<file path="src/rtl/pipe_ctrl.sv">
// Pipeline control unit: sequences stall, flush, branch-shadow kill and idle
// for a STAGES-deep in-order pipeline, and produces the redirect PC.
module pipe_ctrl #(
  parameter int                 STAGES     = 7,
  parameter int                 ADDR_W     = 32,
  parameter int                 ECODE_W    = 4,
  parameter int                 BR_KILL    = 1,
  parameter logic [ADDR_W-1:0]  EXC_BASE   = 'h0000_000c,
  parameter logic [ADDR_W-1:0]  VEC_STRIDE = 'h40,
  parameter logic [ECODE_W-1:0] INT_CODE   = '0
) (
  input  logic               clk,
  input  logic               rst_n,
  input  logic [STAGES-1:0]  stallreq_i,
  input  logic               branch_i,
  input  logic               excp_valid_i,
  input  logic [ECODE_W-1:0] excp_code_i,
  input  logic               ertn_i,
  input  logic [ADDR_W-1:0]  era_i,
  input  logic               idle_i,
  input  logic               int_i,
  output logic [STAGES-1:0]  stall_o,
  output logic               flush_o,
  output logic [ADDR_W-1:0]  new_pc_o,
  output logic               pc_kill_o,
  output logic               if_kill_o,
  output logic [1:0]         state_o
);

  typedef enum logic [1:0] {
    RUN   = 2'd0,
    KILL  = 2'd1,
    FLUSH = 2'd2,
    IDLE  = 2'd3
  } state_t;

  localparam int KW = $clog2(BR_KILL + 1);
  localparam logic [KW-1:0] KILL_LOAD = KW'(BR_KILL);

  state_t             r_state, w_nextState;
  logic [KW-1:0]      r_killCnt, w_nextKillCnt;
  logic [STAGES-1:0]  r_stall, w_nextStall, w_stallMask;
  logic               r_flush, w_nextFlush;
  logic [ADDR_W-1:0]  r_newPc, w_nextPc, w_excVec, w_intVec;

  assign w_excVec = EXC_BASE + ADDR_W'(excp_code_i) * VEC_STRIDE;
  assign w_intVec = EXC_BASE + ADDR_W'(INT_CODE) * VEC_STRIDE;

  // Every stage upstream of the deepest requester must freeze as well.
  always_comb begin : stallSmear
    logic acc;
    acc = 1'b0;
    w_stallMask = '0;
    for (int i = STAGES - 1; i >= 0; i--) begin
      acc = acc | stallreq_i[i];
      w_stallMask[i] = acc;
    end
  end

  always_ff @(posedge clk or negedge rst_n) begin
    if (!rst_n) begin
      r_state   <= RUN;
      r_killCnt <= '0;
      r_stall   <= '0;
      r_flush   <= 1'b0;
      r_newPc   <= '0;
    end else begin
      r_state   <= w_nextState;
      r_killCnt <= w_nextKillCnt;
      r_stall   <= w_nextStall;
      r_flush   <= w_nextFlush;
      r_newPc   <= w_nextPc;
    end
  end

  // The shadow counter only advances when the IF/ID register actually moves.
  always_comb begin
    w_nextState   = r_state;
    w_nextKillCnt = r_killCnt;
    w_nextStall   = r_stall;
    w_nextFlush   = 1'b0;
    w_nextPc      = r_newPc;
    case (r_state)
      FLUSH: begin
        w_nextState = RUN;
        w_nextStall = '0;
        w_nextPc    = '0;
      end
      IDLE: begin
        if (int_i) begin
          w_nextState = FLUSH;
          w_nextStall = '0;
          w_nextFlush = 1'b1;
          w_nextPc    = w_intVec;
        end
      end
      default: begin
        if (excp_valid_i) begin
          w_nextState   = FLUSH;
          w_nextKillCnt = '0;
          w_nextStall   = '0;
          w_nextFlush   = 1'b1;
          w_nextPc      = w_excVec;
        end else if (ertn_i) begin
          w_nextState   = FLUSH;
          w_nextKillCnt = '0;
          w_nextStall   = '0;
          w_nextFlush   = 1'b1;
          w_nextPc      = era_i;
        end else if (idle_i) begin
          w_nextState   = IDLE;
          w_nextKillCnt = '0;
          w_nextStall   = '1;
        end else begin
          w_nextStall = w_stallMask;
          if (r_state == RUN && branch_i) begin
            w_nextState   = KILL;
            w_nextKillCnt = KILL_LOAD;
          end else if (r_state == KILL && !r_stall[1]) begin
            w_nextKillCnt = r_killCnt - 1'b1;
            if (r_killCnt == KW'(1)) w_nextState = RUN;
          end
        end
      end
    endcase
  end

  always_comb begin
    pc_kill_o = branch_i & (r_state == RUN);
    if_kill_o = pc_kill_o | (r_state == KILL);
  end

  assign stall_o  = r_stall;
  assign flush_o  = r_flush;
  assign new_pc_o = r_newPc;
  assign state_o  = r_state;

endmodule

</file>
<file path="config.mk">
export PLATFORM = sky130hd
export DESIGN_NAME = pipe_ctrl
export DESIGN_NICKNAME = d
export VERILOG_FILES = /design/src/rtl/pipe_ctrl.sv
export SDC_FILE = /design/constraint.sdc
export NUM_CORES = 1
export LEC_CHECK = 0
export ABC_AREA = 1
export CAP_MARGIN = 20
export CORE_UTILIZATION = 38
export DETAILED_ROUTE_END_ITERATION = 6
export GPL_TIMING_DRIVEN = 0
export PLACE_DENSITY = 0.88
export REMOVE_ABC_BUFFERS = 1
export SLEW_MARGIN = 20
export SYNTH_ARGS = -nofsm -noshare
export SYNTH_HDL_FRONTEND = slang
export SYNTH_SLANG_ARGS = --single-unit
</file>
<file path="constraint.sdc">
create_clock -name clk -period 1.2 [get_ports clk]
set_clock_uncertainty 0.05 [all_clocks]
set_input_delay 0.24 -clock clk [delete_from_list [all_inputs] [get_ports clk]]
set_output_delay 0.24 -clock clk [all_outputs]
set_load 0.05 [all_outputs]
</file>
[Word-level counts from Yosys, hierarchy flattened]
Cells that the tools add are included.
Storage, ports and cells
  flip-flop bits (word level): 43
  latch bits: 0
  RAM bits: 0
  memory bits (read-only): 0
  bits of input ports: 50
  output and inout bits: 44
  memories: 0
Cells by class
  $add $sub $neg: 2
  multipliers: 0
  divide/modulo/power cells: 0
  magnitude comparators: 0
  equality and inequality tests: 4
  shift operators: 0
  multiplexer cells: 26
  bitwise gates (word level): 9
  reductions and logical operators: 12
Operators with widths (count)
  $mux W32: 3
  $pmux W32 S2: 1
  $mux W7: 4
  $mux W2: 7
  $pmux W7 S2: 1
  $reduce_bool A7 Y1: 2
  $add A4 B10 Y11 const A: 1
  $mux W1: 8
  $or A1 B1 Y1: 7
  $reduce_bool A5 Y1: 1
  $eq A2 B2 Y1 const B: 2
  $pmux W2 S2: 1
  $reduce_and A2 Y1: 2
  $reduce_bool A4 Y1: 1
  $reduce_and A3 Y1: 1
  $eq A2 B1 Y1 const B: 1
  $logic_and A1 B1 Y1: 2
  $logic_not A2 Y1: 1
  $ne A2 B2 Y1 const B: 1
  $pmux W1 S2: 1
  $reduce_or A2 Y1: 1
  $and A1 B1 Y1: 1
  $logic_not A1 Y1: 1
  $not A1 Y1: 1
  $sub A1 B1 Y1 const B: 1

[Logic depth before layout (Yosys ltp)]
Gate-level depths: netlist of run 1.
  word-level depth: 10
  depth in mapped cells: 8
  mapped depth without buffers: 8

[Worst setup path after synthesis of run 1]
No wires, ideal clock.
  path kind: register to output
  start: register r_state[1] (netlist: state_o[1])
  end: output if_kill_o
  arrival: 1.416 ns
  slack: -0.506 ns
  stages on the path, launching flop included: 4
  path buffers: 0
  cells stage by stage: dfrtp_1 -> inv_1 -> nand2_1 -> nand2_1
Between the ends
  word-level cells in the longest chain between the ends: 3
  elaborated cells between the ends (all ways): 4
  classes of those cells: eq/ne (1); bitwise (2); reduce/logical (1)
RTL lines
  start, declared: line 40  | state_t r_state, w_nextState;
  start signal, assigned: line 68  | r_state <= w_nextState;
  $logic_not A2 Y1: line 129  | pc_kill_o = branch_i & (r_state == RUN);
  $and A1 B1 Y1: line 129
  $or A1 B1 Y1 (*): line 130  | if_kill_o = pc_kill_o | (r_state == KILL);
  end, declared: line 26  | output logic if_kill_o,
Every way passes the cells marked *; elsewhere a longest branch is shown, timed or not.

[Worst setup path in the final report of run 1]
Ends and elaborated chain as after synthesis.

==> flow_metrics.tcl, run 1 <==
set metrics [dict create \
    setup_tns_ns -8.76 \
    area_growth_pct 83.2 \
    fmax_mhz 676 \
    core-area_um2 5270 \
    grt_setup_unrepaired "yes" \
    synth_ff_type "dfrtp_1" \
    fin_cells 435 \
    yosysWarnings 0 \
    clock_path_buffers 2 \
    synth_top_area_cell "dfrtp_1" \
    postSynth.asyncResetShare_pct 100 \
    wl_per_cell_um 16.2 \
    place_inst 374 \
    leakagePower_nw 1.99 \
    max_cap_viol_count 0 \
    grt.total_usage_pct 23.9 \
    grt_antenna_before_repair 0 \
    slew_viol_final 0 \
    io_buffers 93 \
    via_per_inst 4.83 \
    clkTransAtPathRegs_ns 0.08 \
    cp.required_ns 0.91 \
    grt_max_degree 25 \
    crit_path_end_kind "primary output" \
    drt_wl_total_mm 7.07 \
    fp.dieW_um 77.1 \
    fin_total_pwr_mw 7.81 \
    drt_iter0_drc 100 \
    grt_pass1_wl_mm 10.9 \
    seq_area_frac_synth_pct 50.1 \
    avgSynthCellArea_um2 9.80 \
    insertion_delay_ns 0.29 \
    synth_most_common_cell "nand2_1" \
    startpoint_type "register" \
    initial_core_util_pct 40.7 \
    hp-class "in2reg" \
    htreeDepth 2 \
    period_minus_slack_ns 1.48 \
    crit_fanout 7 \
    die_h_um 77.1 \
    synth_cell_types 23 \
    pre_cts_ws_ns -1.01 \
    tightest_slew_ns 0.504 \
    status "complete, but fails checks" \
    nNetsFinal 414 \
    vias 2101 \
    root_buffer "clkbuf_8" \
    drive_above_1_share_pct 54.0 \
    drc_errors 0 \
    die_area_um2 5950 \
    violations "negative setup slack" \
    grt_pass1_vias 2141 \
    final-setup-viol-count 45 \
    cts_tree "yes" \
    ir_drop_v 0.00122 \
    diodes 0 \
    io_pins 94 \
    power-per-cell-area_nw_per_um2 1990 \
    synth_seq_cells 43 \
    synthTopCellsByArea "dfrtp_1, o21ai_2, nand2_1" \
    crit_type "reg2out" \
    slew_headroom_pct 66.4 \
    critPathArrivalTime_ns 1.19 \
    final.setup.worst_slack_ns -0.280 \
    hold_violations 0 \
    place.gp.congestion 0.714 \
    drtAntennaViolNets 0 \
    cts.sinks 43 \
    dp_hpwl_mm 3.33 \
    synth_edf_count 0 \
    cts_buffers 5 \
    synth_top_area_share_pct 50.1 \
    rows 26 \
    overflow 0 \
    synth_area_um2 2150 \
    netlist_instances 219 \
    drtPass1Iterations 4 \
    netlist_top_cells_count "nand2_1, dfrtp_1, nand2_2" \
    fin_crit_sh_pct 123 \
]
## critical path: stages, from the launching register on
cell     delay, ns
dfrtp_2       0.49
inv_4         0.11
nand2_1       0.08
nand2_2       0.08
buf_8         0.14
## logic make-up (layout without fill, tap and decap cells)
logic type / after synthesis / after routing / synth area share (%)
simple gates: 107 / 114 / 24.9
compound gates: 44 / 44 / 16.3
flops: 43 / 43 / 50.1
buf+inv: 25 / 164 / 8.63
## final timing paths
kind | start | end | slack, ns | cells past startpoint
min in group asynchronous | rst_n | new_pc_o[2] | 0.41 | 2
worst max register to register | state_o[1] | new_pc_o[13] | -0.25 | 7
worst min register to register | new_pc_o[22] | new_pc_o[22] | 0.44 | 2
worst min-delay path | idle_i | state_o[0] | 0.27 | 3
worst max-delay path | state_o[1] | if_kill_o | -0.28 | 4
max in group asynchronous | rst_n | new_pc_o[19] | 0.21 | 3
## power breakdown
| group | switching (mW) | internal, mW |
|---|---|---|
| logic | 2.77 | 1.88 |
| registers | 0.355 | 1.81 |
| clock network | 0.466 | 0.525 |
| total | 3.59 | 4.22 |
## flip-flops by register name, summed over array words and instances, names as in the netlist
name,count
state_o,2
new_pc_o,32
stall_o,7
r_killCnt,1
flush_o,1
## what timing repair did
action / CTS / global route
cloned: 7 / 0
gates resized for setup: 337 / 26
pin swaps: 19 / 6
setup buffers: 38 / 11
hold endpoints to repair: 19 / 0
endpoints found under the setup margin: 84 / 65
hold buffers: 1 / 0
## routing by layer
| layer | vias up | part of all wire [%] | track usage (%) |
|---|---|---|---|
| met3 | 8 | 4.8 | 4.76 |
| met4 | 0 | 1.1 | 6.42 |
| met1 | 1000 | 41 | 29.9 |
| li1 | 1001 | - | - |
| met5 | - | 0 | 0 |
| met2 | 92 | 53 | 41.7 |
## stage by stage
step	utilization [%]	cell area (µm²)	hold slack, ns
4_1_cts	72.2	3800	0.410
2_1_floorplan	-	2020	-0.106
3_5_place_dp	58.3	3070	0.179
3_3_place_gp	57.7	3040	0.418
6_report	74.6	3930	0.274
5_1_grt	74.6	3930	0.265
## cell usage in the layout, fill, tap and decap left out, drive strengths merged
| cell | count |
|---|---|
| nand3 | 6 |
| a21oi | 1 |
| nand2 | 96 |
| clkbuf | 9 |
| dlygate4sd3 | 1 |
| nand4 | 1 |
| o21ai | 36 |
| nor2 | 11 |
| a22oi | 4 |
| a22o | 1 |
| buf | 91 |
| dlymetal6s2s | 1 |
| o211ai | 1 |
| clkdlybuf4s50 | 45 |
| o22ai | 1 |
| inv | 16 |
| dlygate4sd2 | 1 |
| dfrtp | 43 |
## layout make-up
type | count | area (µm²)
clock buffer | 8 | 100
fill | 391 | 1340
timing repair buffer | 140 | 1450
tap | 70 | 87.6
inverter | 16 | 77.6
multi-input combinational | 158 | 1140
sequential | 43 | 1080
(Power assumes the default switching activity.)
==> run 2: changes to the inputs <==
--- a/config.mk
+++ b/config.mk
@@ -7,10 +7,10 @@
 export LEC_CHECK = 0
 export ABC_AREA = 1
 export CAP_MARGIN = 20
-export CORE_UTILIZATION = 38
+export CORE_UTILIZATION = 45
 export DETAILED_ROUTE_END_ITERATION = 6
 export GPL_TIMING_DRIVEN = 0
-export PLACE_DENSITY = 0.88
+export PLACE_DENSITY = 0.91
 export REMOVE_ABC_BUFFERS = 1
 export SLEW_MARGIN = 20
 export SYNTH_ARGS = -nofsm -noshare
==> constraint.sdc (replaced) <==
create_clock -name clk -period 1.85 [get_ports clk]
set_clock_uncertainty 0.05 [all_clocks]
set_input_delay 0.37 -clock clk [delete_from_list [all_inputs] [get_ports clk]]
set_output_delay 0.37 -clock clk [all_outputs]
set_load 0.05 [all_outputs]
==> run 2 against run 1 <==
Global-route usage is 2.5 points lower. Critical endpoint is now state_o[0]. Critical path type unchanged. Die area is 15% lower. Largest cell class is now sequential cells. Clock power is 31% lower. Non-clock buffer count is 45 lower. Sequential power is 37% lower. The run ends with design-rule violations left. Combinational power is 56% lower. Cell count is 16% lower. Hold slack better by 0.16 ns.
==> flow_metrics.tcl, run 2 (same netlist as run 1, synthesis figures left out) <==
set metrics [dict create \
    status "complete, but fails checks" \
    violations "design-rule violations" \
    rows 24 \
    drive_above_1_share_pct 27.6 \
    slew_viol_final 0 \
    fin_cells 367 \
    cp.required_ns 1.43 \
    fin_crit_sh_pct 99.4 \
    final-setup-viol-count 0 \
    cp-startpoint "state_o[0]" \
    insertion_delay_ns 0.28 \
    grt_pass1_vias 1829 \
    slew_headroom_pct 53.6 \
    power.switching_mw 1.97 \
    critPathArrivalTime_ns 1.42 \
    drt_wl_total_mm 5.26 \
    cts_buffers 5 \
    reg2reg_from "state_o[1]" \
    max_cap_viol_count 0 \
    hold_violations 0 \
    slowest_stage "dlygate4sd2_1" \
    drtPass1Iterations 6 \
    dp_hpwl_mm 3.49 \
    nNetsFinal 365 \
    leakagePower_nw 1.60 \
    crit_chain "dlygate4sd2_1" \
    pwr-share-clk_pct 16.8 \
    r2r_slack_ns 0.25 \
    tightest_slew_ns 0.694 \
    path_depth 1 \
    area_growth_pct 47.5 \
    via_per_inst 5.09 \
    crit_family "buffers and inverters" \
    fmax_mhz 544 \
    die_area_um2 5050 \
    cts_tree "yes" \
    worst_path_largest_cell_delay_ns 0.58 \
    grt_pass1_wl_mm 8.48 \
    place.gp.congestion 0.758 \
    r2r-end "new_pc_o[9]" \
    ir_drop_v 0.000738 \
    period_minus_slack_ns 1.84 \
    place_inst 356 \
    fin_total_pwr_mw 4.11 \
    swShare_pct 48.1 \
    io_buffers 93 \
    p_int_mw 2.13 \
    layout_commonest_cell "nand2_1" \
    diodes 0 \
    drc_errors 9 \
    core-area_um2 4470 \
    initial_core_util_pct 48.0 \
    clock_path_buffers 2 \
    fp.dieW_um 71.1 \
    grt_antenna_before_repair 0 \
    hp-class "reg2reg" \
    layout_common_cells "nand2_1, clkdlybuf4s50_1, dfrtp_1, dlygate4sd2_1, nand2_2" \
    vias 1869 \
    power-per-cell-area_nw_per_um2 1300 \
    post_cts.repair.setup_buffers 0 \
    pre_cts_ws_ns -0.647 \
    grt.total_usage_pct 21.4 \
    clkTransAtPathRegs_ns 0.08 \
    wl_per_cell_um 14.3 \
    overflow 0 \
    seq_power_share_pct 33.2 \
    cts.sinks 43 \
    setup_tns_ns 0 \
    drtAntennaViolNets 0 \
    final.setup.worst_slack_ns 0.0104 \
    startpoint_type "register" \
    drt_iter0_drc 94 \
    crit_path_end "state_o[0]" \
    die_h_um 71.1 \
    crit_type "reg2out" \
    io_pins 94 \
    cp.buffers_inverters 1 \
    root_buffer "clkbuf_8" \
    largest_reg_flops 32 \
    reg2regPathDepth 3 \
    combPwrFrac_pct 50.0 \
    grt_max_degree 32 \
    crit_fanout 7 \
    crit_path_end_kind "primary output" \
    htreeDepth 2 \
]
run 2: changes by cell type in the layout (fill, tap and decap cells not counted), moves of 5 or more:
cell           before  now
buf_12              9    1
nand3_2             5    0
nand2_8             7    2
buf_6              34    1
nand3_1             1    6
nand2_2            27   32
dlygate4sd2_1       1   42
buf_4              43    1
nand2_1            51   56
o21ai_0             1    6
nand2_4            11    3
run 2: how the worst min path moves through the flow:
stage | start | end | slack, ns | cells after the start
6_report | new_pc_o[20] | new_pc_o[20] | 0.43 | 2
5_1_grt | new_pc_o[25] | new_pc_o[25] | 0.45 | 2
4_1_cts | new_pc_o[25] | new_pc_o[25] | 0.44 | 2
3_5_place_dp | rst_n | new_pc_o[10] | 0.27 | 1
3_3_place_gp | new_pc_o[30] | new_pc_o[30] | 0.42 | 2
2_1_floorplan | rst_n | flush_o | 0.02 | 0
run 2: final cells by class:
type	count	area [µm²]
Fill cell	356	1310
Sequential cell	43	1080
Timing Repair Buffer	95	902
Tap cell	52	65.1
Clock buffer	6	72.6
Multi-Input combinational cell	154	952
Inverter	16	65.1
Clock inverter	1	30.0
run 2: per-stage QoR:
step / hold WS (ns) / instance area [µm²] / utilization [%]
finish: 0.433 / 3160 / 70.7
detailed placement: 0.272 / 3040 / 68.0
global placement: 0.418 / 3020 / 67.5
floorplan: 0.0244 / 2020 / -
CTS: 0.437 / 3130 / 70.0
global route: 0.447 / 3160 / 70.7
run 2: timing repair:
action,4_1_cts,5_1_grt
setup endpoints to repair,76,34
gates cloned,2,1
pin swaps,1,2
gates resized for setup,57,7
hold buffers,1,0
endpoints found under the hold margin,16,0
run 2: power by group through the flow:
| stage | Combinational, mW | Clock, mW | Sequential (mW) |
|---|---|---|---|
| 3_5_place_dp | 2.15 | 0 | 1.38 |
| 6_report | 2.05 | 0.689 | 1.36 |
| 4_1_cts | 2.04 | 0.708 | 1.36 |
| 2_1_floorplan | 0.600 | 0 | 2.16 |
| 3_3_place_gp | 2.12 | 0 | 1.36 |
| 5_1_grt | 2.18 | 0.736 | 1.39 |
run 2: worst min-delay path, stage by stage (launching register included):
cell     delay, ns
dfrtp_1       0.36
nand2_2       0.06
o21ai_2       0.04
run 2: layer usage:
metal,up-vias,wire (µm),track usage (%),part of all wire [%]
li1,901,-,-,-
met1,888,2240,26.2,43
met2,73,2620,38.6,50
met3,7,356,4.27,6.8
met4,0,46,5.78,0.87
met5,-,0,0,0
